<file path="src/rtl/mux_arb_pkg.sv">
// Shared constants and state type for the 8-lane round-robin mux arbiter.
package mux_arb_pkg;
  localparam int unsigned NUM_REQ      = 8;
  localparam int unsigned SEL_W        = 3;
  localparam int unsigned HOLD_W       = 4;
  localparam int unsigned MAX_HOLD_DEF = 4;

  typedef enum logic {
    IDLE  = 1'b0,
    GRANT = 1'b1
  } state_t;
endpackage

</file>
<file path="src/rtl/rr_pick8.sv">
// Combinational circular priority encoder: first set req bit at or after ptr, wrapping 7->0.
module rr_pick8
  import mux_arb_pkg::*;
(
  input  logic [NUM_REQ-1:0] req,
  input  logic [SEL_W-1:0]   ptr,
  output logic [SEL_W-1:0]   idx,
  output logic               found
);
  logic [2*NUM_REQ-2:0] dbl;
  logic [NUM_REQ-1:0]   rot;
  logic [SEL_W-1:0]     off;

  // Rotate so that lane ptr lands at bit 0, then take the lowest set bit.
  assign dbl = {req[NUM_REQ-2:0], req};
  assign rot = dbl[{1'b0, ptr} +: NUM_REQ];

  always_comb begin
    off = '0;
    for (int i = NUM_REQ - 1; i >= 0; i--) begin
      if (rot[i]) off = SEL_W'(i);
    end
  end

  assign idx   = ptr + off;
  assign found = |req;
endmodule

</file>
<file path="src/rtl/mux8_rr_arbiter.sv">
// Round-robin arbiter sharing an 8:1 bit-select mux among 8 requesters with bounded hold.
// Optional ARB_LOCK_EN macro adds a lock input that suppresses hold expiry.
module mux8_rr_arbiter
  import mux_arb_pkg::*;
#(
  parameter int unsigned MAX_HOLD = MAX_HOLD_DEF
)
(
  input  logic               clk,
  input  logic               rst_n,
  input  logic [NUM_REQ-1:0] req,
  input  logic [NUM_REQ-1:0] data_in,
`ifdef ARB_LOCK_EN
  input  logic               lock,
`endif
  output logic [NUM_REQ-1:0] grant,
  output logic [SEL_W-1:0]   sel,
  output logic               valid,
  output logic               out
);
  state_t            state;
  logic [SEL_W-1:0]  ptr;
  logic [HOLD_W-1:0] hold_cnt;
  logic [SEL_W-1:0]  pick_ptr;
  logic [SEL_W-1:0]  pick_idx;
  logic              pick_found;
  logic              held;
  logic              expired;
  logic              release_c;

  // While granted, the search starts just past the current lane so rotation is immediate.
  assign pick_ptr = (state == GRANT) ? sel + SEL_W'(1) : ptr;

  rr_pick8 u_pick (
    .req   (req),
    .ptr   (pick_ptr),
    .idx   (pick_idx),
    .found (pick_found)
  );

`ifdef ARB_LOCK_EN
  assign held = valid & lock & req[sel];
`else
  assign held = 1'b0;
`endif

  assign expired   = (hold_cnt == HOLD_W'(MAX_HOLD)) && !held;
  assign release_c = !req[sel] || expired;
  assign out       = valid & data_in[sel];

  always_ff @(posedge clk or negedge rst_n) begin
    if (!rst_n) begin
      state    <= IDLE;
      grant    <= '0;
      sel      <= '0;
      valid    <= 1'b0;
      ptr      <= '0;
      hold_cnt <= '0;
    end else begin
      case (state)
        IDLE: begin
          if (pick_found) begin
            state    <= GRANT;
            sel      <= pick_idx;
            grant    <= NUM_REQ'(1) << pick_idx;
            valid    <= 1'b1;
            hold_cnt <= HOLD_W'(1);
          end
        end
        GRANT: begin
          if (release_c) begin
            ptr <= sel + SEL_W'(1);
            if (pick_found) begin
              sel      <= pick_idx;
              grant    <= NUM_REQ'(1) << pick_idx;
              hold_cnt <= HOLD_W'(1);
            end else begin
              state    <= IDLE;
              grant    <= '0;
              valid    <= 1'b0;
              hold_cnt <= '0;
            end
          end else if (hold_cnt != HOLD_W'(MAX_HOLD)) begin
            hold_cnt <= hold_cnt + HOLD_W'(1);
          end
        end
        default: begin
          state <= IDLE;
          grant <= '0;
          valid <= 1'b0;
        end
      endcase
    end
  end
endmodule

</file>
<file path="config.mk">
export PLATFORM = sky130hd
export DESIGN_NAME = mux8_rr_arbiter
export DESIGN_NICKNAME = d
export VERILOG_FILES = /design/src/rtl/mux_arb_pkg.sv /design/src/rtl/rr_pick8.sv /design/src/rtl/mux8_rr_arbiter.sv
export SDC_FILE = /design/constraint.sdc
export NUM_CORES = 1
export LEC_CHECK = 0
export BUFFER_PORTS_ARGS = -buffer_cell sky130_fd_sc_hd__buf_2
export CORE_UTILIZATION = 40
export CTS_CLUSTER_SIZE = 10
export DETAILED_ROUTE_END_ITERATION = 8
export REMOVE_ABC_BUFFERS = 1
export SYNTH_ARGS = -nofsm -noshare
export SYNTH_HDL_FRONTEND = slang
export SYNTH_SLANG_ARGS = --single-unit
</file>
<file path="constraint.sdc">
create_clock -name clk -period 6.6 [get_ports clk]
set_input_delay 0.66 -clock clk [delete_from_list [all_inputs] [get_ports clk]]
set_output_delay 0.66 -clock clk [all_outputs]
set_load 0.02 [all_outputs]
</file>
-- Word level (Yosys, flattened, before mapping)
Cells that the tools add are included.
- shifts and indexed selects: 2
- $lt $le $gt $ge: 1
- multiply operators: 0
- reduce and logical (&&, ||, !) cells: 7
- eq/ne operators: 6
- bitwise logic cells: 2
- divide/modulo/power cells: 0
- mux-type cells: 32
- add/subtract/negate cells: 3
- operators with widths (kind ; number):
    $mux W3 ; 11
    $mux W8 ; 3
    $pmux W8 S2 ; 1
    $shiftx A15 B4 Y8 ; 1
    $mux W4 ; 3
    $mux W1 ; 8
    $pmux W4 S2 ; 1
    $reduce_or A8 Y1 ; 1
    $shl A1 B3 Y8 const A ; 1
    $bmux W1 S3 ; 2
    $pmux W3 S2 ; 1
    $reduce_and A2 Y1 ; 3
    $add A4 B1 Y4 const B ; 1
    $eq A4 B3 Y1 const B ; 1
    $lt A3 B4 Y1 const B ; 1
    $ne A2 B2 Y1 const B ; 2
    $ne A4 B3 Y1 const B ; 1
    $pmux W1 S2 ; 2
    $add A3 B1 Y3 const B ; 1
    $add A3 B3 Y3 ; 1
    $ne A3 B1 Y1 const B ; 1
    $reduce_and A3 Y1 ; 1
    $ne A2 B1 Y1 const B ; 1
    $and A1 B1 Y1 ; 1
    other kinds (3) ; 3
- bits of input ports: 18
- bits in writable memories: 0
- ROM bits: 0
- register bits: 20
- output and inout bits: 13
- memories kept: 0
- word-level logic and storage cells: 59
- bits in latches: 0

-- Longest topological paths before layout
Gate-level depths: netlist of the first run.
- depth after elaboration: 16
- mapped depth: 14
- gate-level depth less buffers: 12

-- Modules after synthesis
Synthesis of the first run repeated with hierarchy kept, for this count alone.
- cells, all modules: 151
- area, all modules: 1724.2 µm²
- by module, submodules not included (module ; cells each ; times used ; seq. area each (µm²) ; area an instance (µm²)):
    mux8_rr_arbiter ; 101 ; 1 ; 500.5 ; 1204.9
    rr_pick8 ; 50 ; 1 ; 0.0 ; 519.2

-- Worst setup path after synthesis of the first run
OpenSTA, ideal clock, no wires.
- path kind: reg-to-reg
- from: reg sel[1]
- to: reg grant[4]
- library setup time: 110 ps
- buffers on the path: 2
- arrival: 3618 ps
- clock period less this slack: 3728 ps
- stages on the path, launching flop included: 14
- path slack: 2872 ps
- data required time: 6490 ps
- path through: dfrtp_1 -> ha_1 -> xnor2_1 -> a21o_1 -> buf_6 -> buf_12 -> mux2_1 -> o32ai_1 -> nand2b_1 -> a311o_1 -> fa_1 -> xor2_1 -> a21oi_1 -> o41ai_1
- word-level cells in the longest chain between the ends: 16
- elaborated cells on any way between the ends: 23
- those cells by class: add/sub (2); eq/ne (1); shift (2); mux (15); reduce/logical (3)
- ends and longest elaborated chain (element ; RTL line ; RTL):
    start: declaration ; mux8_rr_arbiter.sv:17 ; output logic [SEL_W-1:0] sel,
    start signal: assignment ; mux8_rr_arbiter.sv:64 ; sel <= pick_idx;
    start signal: assignment ; mux8_rr_arbiter.sv:74 ; sel <= pick_idx;
    $add A3 B1 Y3 ; mux8_rr_arbiter.sv:32 ; assign pick_ptr = (state == GRANT) ? sel + SEL_W'(1) : ptr;
    $mux W3 ; mux8_rr_arbiter.sv:32 ;
    $shiftx A15 B4 Y8 ; rr_pick8.sv:16 ; assign rot = dbl[{1'b0, ptr} +: NUM_REQ];
    $mux W3 (8 in a row) ; rr_pick8.sv:21 ; if (rot[i]) off = SEL_W'(i);
    $add A3 B3 Y3 ; rr_pick8.sv:25 ; assign idx = ptr + off;
    $shl A1 B3 Y8 ; mux8_rr_arbiter.sv:65, mux8_rr_arbiter.sv:75 ;
    $mux W8 ; mux8_rr_arbiter.sv:73 ; if (pick_found) begin
    $mux W8 ; mux8_rr_arbiter.sv:71 ; if (release_c) begin
    $pmux W8 S2 ; mux8_rr_arbiter.sv:60 ; case (state)
    end signal: assignment ; mux8_rr_arbiter.sv:65 ; grant <= NUM_REQ'(1) << pick_idx;
    end signal: assignment ; mux8_rr_arbiter.sv:75 ; grant <= NUM_REQ'(1) << pick_idx;
    end: declaration ; mux8_rr_arbiter.sv:16 ; output logic [NUM_REQ-1:0] grant,
Several ways; a longest one is shown, not always the timed one. The select of a mux whose other input is x is not followed.
A chain may end at the register's enable or synchronous reset.

-- Worst setup path in the final report of the first run
- from: reg sel[0]
- to: reg grant[3]
Same word-level chain as after synthesis.

==> flow_summary.yaml, run 1 <==
clock_network:
  clock_path_buffers: 2
  cts_hold_buffers: 0
  cts_made_buffers: 3
  clock-root-buffer: "clkbuf_8"
  cts_htree_levels: 1
  clk_pin_slew_ps: 80
  clkLatencyLatePin_ps: 260
  clock-sinks: 20
  ctsResizeCount: 0
  postCtsSetupRepairBufs: 0
  cts_tree: "built"
yosys:
  synth_area_leaders: "dfrtp_1 (29%), mux2i_1 (12%), nand2_1 (5.7%)"
  yosysSeqAreaShare_pct: 29.24
  async_reset_ff_share_pct: 100.0
  yosys_warnings: 0
  synthCells: 177
  synth_top_area_share_pct: 29.24
  yosysUniqueCellTypes: 45
  synth_edf_count: 0
  syn_area_per_cell_um2: 9.670
  synthFlopType: "dfrtp_1"
  synth-seq-cells: 20
  synthesis.area_mm2: 0.001712
  synth_commonest_cells: "nand2_1 (26), dfrtp_1 (20), mux2i_1 (20)"
  yosys.cell_count.top_type: "nand2_1"
  yosys.area.top_type: "dfrtp_1"
routing:
  drcViolationCount: 0
  first_pass_iters: 4
  drt-initial-drc-count: 104
  totalWireLength_mm: 4.063
  ant_nets: 0
  vias: 1495
  avgRoutedWirePerCell_um: 15.93
  via_per_inst: 5.863
critical_path:
  cp-end-kind: "register"
  arrival_ps: 4680
  cp.required_ps: 6730
  r2r_start: "sel[0]"
  cpMaxStageDelayCell: "a21o_1"
  rr_worst_depth: 12
  reg2reg_to: "grant[3]"
  cp_max_fo: 16
  criticalPathCategory: "register to register"
  cp_cell_sequence: "ha_1 > xnor2_1 > a21o_1 > mux2i_1 > mux2i_1 > o32ai_1 > nand2b_1 > a311o_1 > fa_1 > xnor2_1 > a21oi_1 > o41ai_1"
  r2r_slack_ps: 2050
  critPathLaunchType: "register"
  max_stage_delay_ps: 670
timing:
  post-route-period-util_pct: 68.92
  slew_viol_final: 0
  setup_viol: 0
  rsz0062_at_grt: "no"
  tns_ps: 0
  period_needed_ps: 4549
  fmaxAchievable_mhz: 219.9
  worst_slew_pin_slew_ps: 764.3
  hold_violations: 0
  relSlewSlack_pct: 49.05
  fin_skew_ps: 3.275
cells_and_area:
  area_growth_pct: 13.67
  nets: 229
  drive_gt1_share_pct: 24.88
  antenna_cells: 0
floorplanning:
  die_x_um: 67.42
  die_h_um: 67.42
  die-area_mm2: 0.004545
  core_area_mm2: 0.004058
  num_io_pins: 31
  start_util_pct: 42.18
  row_count: 23
global_routing:
  grt_pass1_wl_mm: 7.031
  grt_pass1_vias: 1506
  grt_max_degree: 21
  track_usage_pct: 20.34
  overflow: 0
  antenna_found_initial: 0
flow_run:
  drv_cap: 0
run_status:
  status: "completed"
placed_design:
  place_congestion: 0.8237
  hpwl_mm: 3.139
  port_buffers: 30
min_path:
  holdCritPathClass: "input port to async pin"
routing by layer:
layer  up-vias  share of wire (%)  GRT usage [%]
li1        726                  -              -
met1       722                 47          27.07
met2        43                 47          32.88
met3         4                5.1          4.223
met4         0               0.76          6.117
met5         -                  0              0
cells in the final DEF, fill, tap and decap left out, types with 2 or more instances in the layout:
cell / count
a2111oi_0: 2
a211oi_1: 4
a21o_1: 2
a21oi_1: 10
a22oi_1: 2
buf_2: 30
clkbuf_8: 3
dfrtp_1: 20
ha_1: 4
inv_1: 10
mux2_1: 3
mux2_2: 4
mux2i_1: 20
mux2i_2: 3
mux4_2: 4
nand2_1: 26
nand2b_1: 5
nand3_1: 2
nor2_1: 4
nor2b_1: 2
nor3_2: 2
nor4_1: 2
o21ai_0: 4
o21ai_1: 6
o32ai_1: 2
o41ai_1: 8
xnor2_1: 4
area by class of cell:
| class | count | area [µm²] |
|---|---|---|
| Fill cell | 401 | 2112 |
| Multi-Input combinational cell | 140 | 1120 |
| Sequential cell | 20 | 500.5 |
| Timing Repair Buffer | 30 | 150.1 |
| Tap cell | 50 | 62.56 |
| Clock buffer | 3 | 41.29 |
| Inverter | 11 | 41.29 |
| Clock inverter | 1 | 30.03 |
critical path, delay by kind of cell (launching register included):
family | cells | cell delay, ps
DFF | 1 | 520
AOI/OAI and AO/OA | 5 | 1970
adders and majority gates | 2 | 720
muxes | 2 | 540
and+or+nand+nor | 1 | 120
xor gates and xnor gates | 2 | 530
how the worst max path moves through the flow:
stage / to / cells after the start / slack (ps) / startpoint
2_1_floorplan: grant[4] / 12 / 2600 / sel[0]
3_3_place_gp: grant[0] / 12 / 2230 / sel[0]
3_5_place_dp: grant[0] / 12 / 2120 / sel[0]
4_1_cts: grant[3] / 12 / 2070 / sel[0]
5_1_grt: grant[4] / 12 / 1720 / sel[0]
6_report: grant[3] / 12 / 2050 / sel[0]
metrics by stage:
stage	area (µm²)	hold WS (ps)	setup WS [ps]	util, %	cells
finish	1946	335.3	2051	47.95	255
detailed placement	1874	464.0	2122	46.19	251
global route	1946	376.4	1721	47.95	255
CTS	1946	355.8	2068	47.95	255
global placement	1874	457.4	2233	46.19	251
floorplan	1662	364.4	2598	-	171
state kept, by name (all words and copies together), names as in the netlist:
name and count:
grant 8, hold_cnt 4, ptr 3, sel 3, state 1, valid 1
cell families (layout without fill, tap and decap cells):
group / Yosys count / count (layout) / share of synthesized area, %
compound gates: 46 / 46 / 19.37
fa+ha+maj: 5 / 5 / 4.094
mux: 35 / 35 / 24.85
flops: 20 / 20 / 29.24
simple gates: 49 / 49 / 14.55
buf+inv: 17 / 45 / 5.336
xor+xnor: 5 / 5 / 2.558
Power of run 1 is not shown: default switching activity piles up to over one toggle a cycle in this logic, so the estimate is an artifact.
==> run 2, diff against run 1 <==
- clock period: 6.6 -> 4.3 ns (I/O delays scaled with it)
==> run 2 against run 1 <==
Compared with the run above: clock skew down 1.8 ps; sequential share of layout area decreased by 0.86 points; count of clock-buffer cells in the layout is the same; register-to-register slack got worse by 1700 ps; sequential cell count unchanged.
==> flow_summary.yaml, run 2 (synthesis results as in run 1) <==
run_status:
  status: "completed"
floorplanning:
  core_area_mm2: 0.004058
  start_util_pct: 42.18
  die_h_um: 67.42
  row_count: 23
  die-area_mm2: 0.004545
  die_x_um: 67.42
  num_io_pins: 31
critical_path:
  cp-startpoint: "sel[0]"
  cp-end-kind: "register"
  r2r_start: "sel[0]"
  criticalPathCategory: "register to register"
  cp.required_ps: 4440
  arrival_ps: 4050
  cp_max_fo: 16
  critPathLaunchType: "register"
clock_network:
  clock-root-buffer: "clkbuf_8"
  clock_path_buffers: 2
  cts_htree_levels: 1
  clkLatencyLatePin_ps: 260
  postCtsSetupRepairBufs: 0
  ctsResizeCount: 1
  cts_hold_buffers: 0
  clk_pin_slew_ps: 80
  cts_tree: "built"
  clock-sinks: 20
  cts_made_buffers: 3
cells_and_area:
  largest_registers: "grant: 8 flops, hold_cnt: 4 flops"
  final_cells: 260
  largest-register: "grant"
  drive_gt1_share_pct: 28.57
  design_area_mm2: 0.002013
  area_growth_pct: 17.62
  largest_reg_flops: 8
  mostFrequentLayoutCells: "buf_2 (30), nand2_1 (26), mux2i_1 (20), dfrtp_1 (20)"
  antenna_cells: 0
  nets: 234
  fillers: 375
  layout_commonest_cell: "buf_2"
routing:
  ant_nets: 0
  first_pass_iters: 4
  drcViolationCount: 0
  totalWireLength_mm: 4.231
  via_per_inst: 5.873
  vias: 1527
  avgRoutedWirePerCell_um: 16.27
  drt-initial-drc-count: 130
global_routing:
  grt_pass1_vias: 1417
  grt_pass1_wl_mm: 6.913
  grt_max_degree: 21
  track_usage_pct: 20.18
  overflow: 0
  antenna_found_initial: 0
timing:
  fmaxAchievable_mhz: 255.6
  fin_skew_ps: 1.456
  relSlewSlack_pct: 63.88
  rsz0062_at_grt: "no"
  post-route-period-util_pct: 90.98
  slew_viol_final: 0
  setup_viol: 0
  hold_violations: 0
  period_needed_ps: 3912
  worst_slew_pin_slew_ps: 538.2
placed_design:
  hpwl_mm: 3.195
  dpl_cell_area_mm2: 0.001912
  place_congestion: 0.7863
  port_buffers: 30
  dp_cells: 256
flow_run:
  drv_cap: 0
min_path:
  holdCritPathClass: "input port to async pin"
run 2: cell types whose count changed in the layout (fill, tap and decap cells not counted):
| cell | previous run | this run |
|---|---|---|
| buf_4 | 0 | 5 |
| o32ai_1 | 2 | 1 |
| a21o_4 | 0 | 1 |
| a21o_1 | 2 | 1 |
| xnor2_1 | 4 | 3 |
| o32ai_2 | 0 | 1 |
| xnor2_2 | 0 | 1 |
| o41ai_1 | 8 | 7 |
| o41ai_2 | 0 | 1 |
run 2: area by class of cell:
type,instances,area [µm²],share of cell area (%)
Clock inverter,1,30.03,1.492
Inverter,11,41.29,2.051
Timing Repair Buffer,35,187.7,9.323
Sequential cell,20,500.5,24.86
Multi-Input combinational cell,140,1150,57.12
Clock buffer,3,41.29,2.051
Tap cell,50,62.56,3.108
run 2: final timing paths:
check                      depth (start not counted)  slack [ps]           to
setup reg to reg                                  12         390     grant[0]
min in group clk                                   2         490     grant[2]
max in group asynchronous                          1        3870     grant[2]
hold reg to reg                                    2         490     grant[2]
setup / recovery                                  12         390     grant[0]
hold / removal                                     1         110  hold_cnt[2]
run 2: worst max-delay path, cell delays in order, from the launching register on:
cell and delay, ps:
dfrtp_1 390, ha_1 230, xnor2_2 260, a21o_4 310, mux2i_1 330, mux2i_1 170, o32ai_2 320, nand2b_1 100
a311o_1 390, fa_1 450, xnor2_1 270, a21oi_1 120, o41ai_1 440
run 2: layer usage:
metal | GRT usage [%] | share of wire, %
met1 | 27.75 | 46
met2 | 33.00 | 49
met3 | 2.872 | 5.4
met4 | 5.053 | 0
met5 | 0 | 0
run 2: through the flow:
| stage | TNS, ps | setup WS [ps] | hold slack, ps | utilization, % |
|---|---|---|---|---|
| 2_1_floorplan | 0 | 298.3 | 134.4 | - |
| 3_3_place_gp | 0 | 70.71 | 397.1 | 47.12 |
| 3_5_place_dp | -42.59 | -31.43 | 406.5 | 47.12 |
| 4_1_cts | 0 | 126.3 | 122.7 | 48.91 |
| 5_1_grt | 0 | 54.38 | 134.2 | 49.61 |
| 6_report | 0 | 387.8 | 107.0 | 49.61 |
Power of run 2 is left out for the same reason.
==> run 3, diff against run 2 <==
- GPL_TIMING_DRIVEN: not set -> 0
==> run 3 against run 2 <==
Compared with the run above: cell area is 2.1% lower; register-to-register slack worse by 100 ps; final cell count shrank 1.9%; worst hold slack improved by 3.2 ps; sequential cell count is the same; critical endpoint is now grant[4]; sequential share of layout area increased by 0.52 points; highest routed layer unchanged; count of clock-buffer cells in the layout did not move.
==> flow_summary.yaml, run 3 (synthesis results as in run 1) <==
min_path:
  holdCritPathClass: "input port to async pin"
flow_run:
  drv_cap: 0
floorplanning:
  num_io_pins: 31
  die_x_um: 67.42
  row_count: 23
  die_h_um: 67.42
  start_util_pct: 42.18
  die-area_mm2: 0.004545
  core_area_mm2: 0.004058
cells_and_area:
  nets: 229
  largest_reg_flops: 8
  drive_gt1_share_pct: 26.83
  layout_commonest_cell: "buf_2"
  largest-register: "grant"
  largest_registers: "grant: 8 flops, hold_cnt: 4 flops"
  area_growth_pct: 15.20
  fillers: 391
  mostFrequentLayoutCells: "buf_2 (30), nand2_1 (26), dfrtp_1 (20)"
  antenna_cells: 0
global_routing:
  grt_max_degree: 21
  grt_pass1_vias: 1504
  grt_pass1_wl_mm: 6.831
  antenna_found_initial: 0
  track_usage_pct: 19.63
  overflow: 0
critical_path:
  max_stage_delay_ps: 520
  cp_max_fo: 16
  cp_cell_sequence: "ha_1 > xnor2_2 > a21o_4 > mux2i_2 > mux2i_1 > mux2_4 > a221oi_4 > nand2_1 > fa_1 > xor2_1 > a21oi_1 > o41ai_1"
  criticalPathCategory: "register to register"
  arrival_ps: 4160
  cp-end-kind: "register"
  critPathLaunchType: "register"
  cp.required_ps: 4440
  cpMaxStageDelayCell: "dfrtp_1"
routing:
  routed-wl-met2_mm: 2.047
  top_layer_used: "met3"
  vias: 1499
  via_per_inst: 5.878
  first_pass_iters: 6
  drcViolationCount: 0
  wl_met1_mm: 1.811
  dr_wl_met3_um: 180
  totalWireLength_mm: 4.039
  avgRoutedWirePerCell_um: 15.84
  ant_nets: 0
  drt-initial-drc-count: 81
timing:
  final.setup.worst_slack_ps: 283.6
  setup_viol: 0
  whs_ps: 110.2
  fmaxAchievable_mhz: 249.0
  worst_slew_pin_slew_ps: 547.5
  period_needed_ps: 4016
  relSlewSlack_pct: 63.25
  rsz0062_at_grt: "no"
  hold_violations: 0
  slew_viol_final: 0
  post-route-period-util_pct: 93.40
  fin_skew_ps: 3.084
clock_network:
  clock-sinks: 20
  clock-root-buffer: "clkbuf_8"
  postCtsSetupRepairBufs: 0
  clkLatencyLatePin_ps: 260
  cts_made_buffers: 3
  clock_path_buffers: 2
  cts_htree_levels: 1
  clk_pin_slew_ps: 80
  cts_tree: "built"
placed_design:
  place_congestion: 0.7933
  hpwl_mm: 3.068
  dp_slack_ps: -145.5
  port_buffers: 30
run_status:
  status: "completed"
run 3: changes by cell type in the layout (fill, tap and decap cells not counted):
cell and change:
mux2i_2 +1, mux2i_1 -1, buf_4 -5, o41ai_1 +1, o41ai_2 -1
run 3: final cells by class:
class	count	area, µm²	share of cell area (%)
clock buffer	3	41.29	2.094
clock inverter	1	30.03	1.523
inverter	11	41.29	2.094
multi-input combinational	140	1146	58.12
sequential	20	500.5	25.38
tap	50	62.56	3.173
timing repair buffer	30	150.1	7.614
run 3: per-stage QoR:
stage	area, µm²	util (%)	std cells	setup TNS, ps
after floorplan	1662	-	171	0
after global placement	1874	46.19	251	-125.3
after detailed placement	1874	46.19	251	-774.2
after CTS	1947	47.98	255	0
after global routing	1972	48.60	255	0
final	1972	48.60	255	0
run 3: layer usage:
metal / vias up / GRT usage [%]
li1: 722 / -
met1: 740 / 24.92
met2: 37 / 34.63
met3: 0 / 3.716
met4: 0 / 3.457
met5: - / 0
run 3: what timing repair did:
action | CTS | global route
endpoints found under the setup margin | 9 | 9
hold buffers | 0 | 0
gates resized for setup | 1 | 4
run 3: worst paths after layout:
kind	cells after the start	endpoint	slack, ps	start
max reg2reg	12	grant[4]	280	sel[0]
min in group clk	2	grant[7]	480	grant[7]
min reg2reg	2	grant[7]	480	grant[7]
max in group asynchronous	1	hold_cnt[1]	3860	rst_n
max	12	grant[4]	280	sel[0]
min	1	hold_cnt[2]	110	rst_n
run 3: worst max-delay path, delay by kind of cell, from the launching register on:
kind,cells,cell delay [ps]
compound gates,4,1230
mux,3,840
fa+ha+maj,2,720
flops,1,520
xor+xnor,2,480
simple gates,1,110
Power of run 3 is left out for the same reason.
